==> config.mk <==
export PLATFORM = sky130hd
export DESIGN_NAME = controlador_cruzamento
export DESIGN_NICKNAME = d
export VERILOG_FILES = /design/src/rtl/controlador_cruzamento.sv
export SDC_FILE = /design/constraint.sdc
export NUM_CORES = 1
export LEC_CHECK = 0
export ABC_AREA = 1
export BUFFER_PORTS_ARGS = -buffer_cell sky130_fd_sc_hd__buf_4
export CAP_MARGIN = 20
export CORE_MARGIN = 4
export CORE_UTILIZATION = 35
export DETAILED_ROUTE_END_ITERATION = 10
export GPL_ROUTABILITY_DRIVEN = 0
export SLEW_MARGIN = 20
export SYNTH_ARGS = -nofsm -noshare
export SYNTH_HDL_FRONTEND = slang
export SYNTH_SLANG_ARGS = --single-unit
==> constraint.sdc <==
create_clock -name clk -period 8.9 [get_ports clk]
set_clock_uncertainty 0.2 [all_clocks]
set_input_delay 1.78 -clock clk [delete_from_list [all_inputs] [get_ports clk]]
set_output_delay 1.78 -clock clk [all_outputs]
set_load 0.01 [all_outputs]
==> src/rtl/controlador_cruzamento.sv <==
// Two-way intersection sequencer: A/B light phases, all-red clearance,
// pedestrian walk phase with a latched request that can cut a green short,
// and run-time programmable phase durations.
module controlador_cruzamento #(
  parameter logic [7:0] T_VERDE_A    = 8'd2,
  parameter logic [7:0] T_VERDE_B    = 8'd2,
  parameter logic [7:0] T_AMARELO    = 8'd1,
  parameter logic [7:0] T_TODOS_VERM = 8'd1,
  parameter logic [7:0] T_PEDESTRE   = 8'd3,
  parameter logic [7:0] T_VERDE_MIN  = 8'd1
) (
  input  logic       clk,
  input  logic       rst,
  input  logic       bt,
  input  logic       cfg_we,
  input  logic [2:0] cfg_addr,
  input  logic [7:0] cfg_data,
  output logic [2:0] A,
  output logic [2:0] B,
  output logic       P,
  output logic       pedido
);

  typedef enum logic [2:0] {
    A_VERDE   = 3'd0,
    A_AMARELO = 3'd1,
    TV1       = 3'd2,
    B_VERDE   = 3'd3,
    B_AMARELO = 3'd4,
    TV2       = 3'd5,
    PEDESTRE  = 3'd6
  } estado_t;

  typedef struct packed {
    logic [7:0] verde_a;
    logic [7:0] verde_b;
    logic [7:0] amarelo;
    logic [7:0] todos_verm;
    logic [7:0] pedestre;
    logic [7:0] verde_min;
  } duracoes_t;

  localparam logic [2:0] LUZ_VERDE    = 3'b001;
  localparam logic [2:0] LUZ_AMARELO  = 3'b010;
  localparam logic [2:0] LUZ_VERMELHO = 3'b100;

  estado_t   estado, prox;
  duracoes_t dur;
  logic [7:0] cnt;
  logic [7:0] dec;
  logic       prox_b;

  logic       corte;
  logic       sai;
  logic [7:0] cnt_carga;
  logic [7:0] vmin;
  logic [8:0] dec_p1;

  // Counter preload for a duration; a zero duration behaves as one cycle.
  function automatic logic [7:0] carga(input logic [7:0] d);
    return (d == 8'd0) ? 8'd0 : d - 8'd1;
  endfunction

  // Duration register that governs a given state.
  function automatic logic [7:0] dur_de(input estado_t e, input duracoes_t d);
    logic [7:0] r;
    r = d.verde_a;
    case (e)
      A_VERDE:   r = d.verde_a;
      B_VERDE:   r = d.verde_b;
      A_AMARELO,
      B_AMARELO: r = d.amarelo;
      TV1, TV2:  r = d.todos_verm;
      PEDESTRE:  r = d.pedestre;
      default:   r = d.verde_a;
    endcase
    return r;
  endfunction

  // Exit decision: counter expiry, or a pedestrian cut once minimum green is served.
  always_comb begin
    vmin   = (dur.verde_min == 8'd0) ? 8'd1 : dur.verde_min;
    dec_p1 = {1'b0, dec} + 9'd1;
    corte  = (estado == A_VERDE || estado == B_VERDE) && pedido &&
             (dec_p1 >= {1'b0, vmin});
    sai    = (cnt == 8'd0) || corte;
  end

  // Next-state selection; the new state's counter load uses the pre-write registers.
  always_comb begin
    prox = estado;
    if (sai) begin
      case (estado)
        A_VERDE:   prox = A_AMARELO;
        A_AMARELO: prox = TV1;
        TV1:       prox = pedido ? PEDESTRE : B_VERDE;
        B_VERDE:   prox = B_AMARELO;
        B_AMARELO: prox = TV2;
        TV2:       prox = pedido ? PEDESTRE : A_VERDE;
        PEDESTRE:  prox = prox_b ? B_VERDE : A_VERDE;
        default:   prox = A_VERDE;
      endcase
    end
    cnt_carga = carga(dur_de(prox, dur));
  end

  // Light decode straight from the state register.
  always_comb begin
    A = LUZ_VERMELHO;
    B = LUZ_VERMELHO;
    P = 1'b0;
    case (estado)
      A_VERDE:   A = LUZ_VERDE;
      A_AMARELO: A = LUZ_AMARELO;
      B_VERDE:   B = LUZ_VERDE;
      B_AMARELO: B = LUZ_AMARELO;
      PEDESTRE:  P = 1'b1;
      default:   ;
    endcase
  end

  // State register with per-phase down-counter and elapsed counter.
  always_ff @(posedge clk or posedge rst) begin
    if (rst) begin
      estado <= A_VERDE;
      cnt    <= carga(T_VERDE_A);
      dec    <= 8'd0;
    end else if (sai) begin
      estado <= prox;
      cnt    <= cnt_carga;
      dec    <= 8'd0;
    end else begin
      cnt <= cnt - 8'd1;
      if (dec != 8'hFF) dec <= dec + 8'd1;
    end
  end

  // Pedestrian request latch and the green to resume after the walk phase.
  always_ff @(posedge clk or posedge rst) begin
    if (rst) begin
      pedido <= 1'b0;
      prox_b <= 1'b0;
    end else begin
      if (sai && prox == PEDESTRE) begin
        pedido <= 1'b0;
        prox_b <= (estado == TV1);
      end else if (bt && estado != PEDESTRE) begin
        pedido <= 1'b1;
      end
    end
  end

  // Duration registers; writes take effect from the next entry to the state.
  always_ff @(posedge clk or posedge rst) begin
    if (rst) begin
      dur <= '{verde_a:    T_VERDE_A,
               verde_b:    T_VERDE_B,
               amarelo:    T_AMARELO,
               todos_verm: T_TODOS_VERM,
               pedestre:   T_PEDESTRE,
               verde_min:  T_VERDE_MIN};
    end else if (cfg_we) begin
      case (cfg_addr)
        3'd0:    dur.verde_a    <= cfg_data;
        3'd1:    dur.verde_b    <= cfg_data;
        3'd2:    dur.amarelo    <= cfg_data;
        3'd3:    dur.todos_verm <= cfg_data;
        3'd4:    dur.pedestre   <= cfg_data;
        3'd5:    dur.verde_min  <= cfg_data;
        default: ;
      endcase
    end
  end

endmodule

; Word level (Yosys, flattened, before mapping)
; Cells that the tools add are included.
[totals]
output_inout_bits = 8
ff_bits = 69
input_bits = 15
[op_classes]
muxes = 16
n_addsub = 4
magnitude_cmp = 1
n_eq_ne = 19
reduce_logical = 21
[op_table]
columns = operator, count
row1 = $mux 8, 5
row2 = $pmux 8 s4, 1
row3 = $eq 3x3->1 const B, 8
row4 = $logic_not 8->1, 3
row5 = $pmux 3 s7, 1
row6 = $eq 3x2->1 const B, 6
row7 = $sub 8x1->8 const B, 2
row8 = $pmux 3 s2, 2
row9 = $reduce_and 2->1, 6
row10 = $add 8x1->9 const B, 1
row11 = $eq 3x1->1 const B, 3
row12 = $ge 9x8->1, 1
row13 = $mux 3, 3
row14 = $add 8x1->8 const B, 1
row15 = $ne 8x8->1 const B, 1
row16 = $logic_not 3->1, 2
row17 = $logic_and 1x1->1, 4
row18 = $reduce_bool 2->1, 2
row19 = $reduce_or 2->1, 2
row20 = $mux 1, 3
row21 = $ne 3x3->1 const B, 1
row22 = $logic_or 1x1->1, 2
row23 = $mux 2, 1

; Depth between registers and ports, before layout
[depth]
word_depth = 12
depth_mapped = 35
mapped_depth_nobuf = 35

; Least setup slack after synthesis
; No wires, ideal clock.
[synth_timing]
path_type = reg2reg
startpoint = reg dec[0]
endpoint = reg cnt[5]
arrival_time_ps = 3562
synth_period_minus_slack_ps = 3827
path_buffers = 0
stages_incl_launch_ff = 34
path_slack_ps = 5073
cell_sequence = dfrtp_1 -> ha_1 -> nand3_1 -> inv_1 -> or2_2 -> nand2_1 -> inv_1 -> ha_1 -> nand2_1 -> inv_1 -> nand2_1 -> nand3_1 -> nand2_1 -> nand2_1 -> nand2_1 -> nand2_2 -> nand2_4 -> nand3_1 -> nand2_4 -> nand2_4 -> nor2_2 -> nand2_1 -> o21ai_1 -> nor2_1 -> o21ai_1 -> inv_1 -> ha_1 -> nand3_1 -> nor2_1 -> nand3_1 -> nand2_2 -> inv_2 -> nand3_1 -> nand2_1
[synth_via]
elab_chain_cells = 11
[synth_lines]
columns = element, line_no
row1 = from (decl), 50  ; logic [7:0] dec;
row2 = from (signal assigned), 134  ; if (dec != 8'hFF) dec <= dec + 8'd1;
row3 = $add 8x1->9 (*), 83  ; dec_p1 = {1'b0, dec} + 9'd1;
row4 = $ge 9x8->1 (*), 85  ; (dec_p1 >= {1'b0, vmin});
row5 = $logic_and 1x1->1 (*), 84  ; corte = (estado == A_VERDE || estado == B_VERDE) && pedido &&
row6 = $logic_or 1x1->1 (*), 86  ; sai = (cnt == 8'd0) || corte;
row7 = $mux 3, 92  ; if (sai) begin
row8 = $eq 3x2->1 (tied with other cells), 68  ; case (e)
row9 = $reduce_or 2->1, 68
row10 = $pmux 8 s4, 68
row11 = $sub 8x1->8 or $logic_not 8->1 (tied branches), 61  ; return (d == 8'd0) ? 8'd0 : d - 8'd1;
row12 = $mux 8, 61
row13 = $mux 8 (*), 128  ; end else if (sai) begin
row14 = to (signal assigned), 126  ; cnt <= carga(T_VERDE_A);
row15 = to (signal assigned), 130  ; cnt <= cnt_carga;
row16 = to (signal assigned), 133  ; cnt <= cnt - 8'd1;
row17 = to (decl), 49  ; logic [7:0] cnt;
; Every way passes the cells marked *; elsewhere a longest branch is shown, timed or not.
; A chain may end at the register's enable or synchronous reset.

; Worst setup path in the final report
[layout_timing]
startpoint = reg dec[0]
endpoint = reg cnt[7]
; The elaborated chain is that of the path after synthesis.

==> metrics.md <==
| Metric | Value |
|---|---|
| RSZ-0062 raised after global routing | `false` |
| Top post-synthesis cells by count | `153 x nand2_1, 66 x inv_1, 61 x dfrtp_1` |
| Synth Instances | `521` |
| H-tree depth | `3` |
| P_leak | `0.002375 uW` |
| Area Growth Syn to Fin | `15.62%` |
| Via density | `4.663` |
| Predominant post-synthesis flop cell | `dfrtp_1` |
| Final Max Tran Viols | `0` |
| Final Hold Viols | `0` |
| Initial antenna violation count | `0` |
| CP Capture Type | `register` |
| Asr flop ratio synth | `100.0%` |
| Vias | `3227` |
| Final net count | `574` |
| CTS Buf Count | `9` |
| Yosys warnings | `0` |
| DRT Wirelength | `8861 um` |
| PortBufs | `22` |
| I/O Pins | `23` |
| Max VDD drop | `0.0001393 V` |
| Setup Viol. Count Final | `0` |
| DR DRC count | `0` |
| Cell mode on critical path | `nand2_1` |
| Largest area contributor in the netlist | `dfrtp_1` |
| Critical Path Start Type | `register` |
| Final HPWL DP | `6731 um` |
| Register area share after synthesis | `44.16%` |
| Final Cycle Share | `50.37%` |
| HP Class | `reg -> reg` |
| CTS tree | `yes` |
| Core Rows | `38` |
| Top cells by area, synth | `dfrtp_1 39%, nand2_1 15%, o21ai_0 7.0%` |
| Setup TNS | `0 ns` |
| F_max | `223.1 MHz` |
| Worst slew pin tran | `0.8736 ns` |
| Synth Area per Inst | `7.548 um^2` |
| CP max stage cell | `dfrtp_1` |
| Vias in the first global route | `3185` |
| Outcome | `completed` |
| Drt wl/cell | `12.80 um` |
| Cts repair resizes | `0` |
| Initial DRC count | `202` |
| Core area | `10940 um^2` |
| Post-Syn Nets | `548` |
| Total die area | `13000 um^2` |
| Worst Path Arrival | `4.54 ns` |
| First-pass GRT wire length | `15320 um` |
| Post-CTS Hold Buffers | `0` |
| Number of diodes | `0` |
| CTS Root Cell | `clkbuf_16` |
| Clock sinks | `69` |
| Crit Path Max Fanout | `19` |
| Most frequent cell after synthesis | `nand2_1` |
| Effective utilization at floorplan | `35.96%` |
| # Post-CTS Setup Buffers | `0` |
| Post-synthesis cell type count | `34` |
| Global route overflow | `0` |
| ANT nets after route | `0` |
| Setup CP Type | `reg -> reg` |
| Longest Clk Path Bufs | `2` |
| GRT Resource Usage Total | `14.88%` |
| Yosys top cell area share | `38.82%` |
| WP data required | `8.96 ns` |
| Share of layout cells above drive strength 1 | `15.40%` |
| CTS clk-pin slew, worst paths | `0.06 ns` |
| Number of synthesized register bits | `69` |
| Final core occ | `41.58%` |
| PD cells | `393.9 nW/um^2` |
| Final worst path period need | `4.483 ns` |
| Worst reg2reg setup slack | `4.42 ns` |
| Skew-Pair Late Insertion Delay | `0.33 ns` |
| Drt pass-1 iters | `4` |
| Max-Cap Viols | `0` |
| Die width | `114 um` |
| Post-synth EDFFs | `0` |
| Largest net degree at the start of global routing | `70` |
| Worst hold path depth | `2` |
| Syn Std Cell Area | `3933 um^2` |
| Die H | `114 um` |
| R2R cell count | `34` |
| Max_slew headroom | `41.76%` |
| Slowest stage delay, CP | `0.41 ns` |
## kinds of logic after synthesis
group,Yosys count,synth area share [%]
fa+ha+maj,12,3.818
xor+xnor,7,1.559
buf+inv,80,7.732
simple gates,277,32.61
flops,69,44.16
compound gates,76,10.12
## per-stage QoR
stage          total power (uW)  hold WS [ns]  setup WS, ns  instance area [um^2]  cells
2_1_floorplan              1225        0.2455         5.073                  3933    521
5_1_grt                    1980        0.3022         3.939                  4547    692
4_1_cts                    1806        0.2879         4.410                  4547    692
3_3_place_gp               1421        0.2674         4.635                  4247    676
3_5_place_dp               1443        0.2736         4.444                  4247    676
6_report                   1791        0.2798         4.417                  4547    692
## power breakdown
part           internal [uW]  total (uW)  switching (uW)  leakage, uW
combinational            337         976             638      0.00139
clock                    217         351             133     0.000138
sequential               404         465            60.9     0.000849
total                    958        1790             833      0.00238
## sequential cells by signal, summed over array words and instances, names as in the netlist
name,cells
dur,48
cnt,8
dec,8
estado,3
pedido,1
prox_b,1
## layout make-up
cell class / instances / area, um^2
Fill cell: 1145 / 6389
Multi-Input combinational cell: 372 / 1892
Sequential cell: 69 / 1737
Inverter: 72 / 270.3
Clock buffer: 9 / 225.2
Tap cell: 140 / 175.2
Timing Repair Buffer: 23 / 172.7
Clock inverter: 7 / 75.07
## path summary, 6_finish.rpt
kind                              from  endpoint
worst max-delay path            dec[0]    cnt[7]
worst min-delay path            dur[6]    dur[6]
worst max register to register  dec[0]    cnt[7]
worst min register to register  dur[6]    dur[6]
max in group asynchronous          rst   dur[19]
min in group asynchronous          rst    dec[5]
## cells in the final DEF (no fill, tap or decap), types with 5 or more instances in the layout
master     Yosys  routed
dfrtp_1       61      61
dfstp_2        8       8
inv_1         66      65
nand3_1       30      30
xor2_1         7       7
nand2_1      153     153
nor2_1        42      42
o21ai_0       55      55
inv_2          6       7
nand2_4        9       9
nand2_2       10      10
clkbuf_16      0       9
a21oi_1        9       9
buf_4          1      23
ha_1          12      12
nand4_1       10      10
o21ai_1        6       6
nor3_1         5       5
## metal layers
layer	wire length [um]	GRT usage, %	share of wire (%)	up-vias
met2	4010	22.99	45	53
met3	330	3.342	3.7	8
met4	111	5.859	1.3	0
met1	4408	20.30	50	1455
met5	0	0	0	-
li1	-	-	-	1711
## critical path, delay by kind of cell (launching register included)
family                     cells  cell delay, ns
adders and majority gates      3            0.74
DFF                            1            0.41
and+or+nand+nor               25            2.41
buffers and inverters          5            0.41
AOI/OAI and AO/OA              1            0.25
Power figures use the tool's default switching activity.
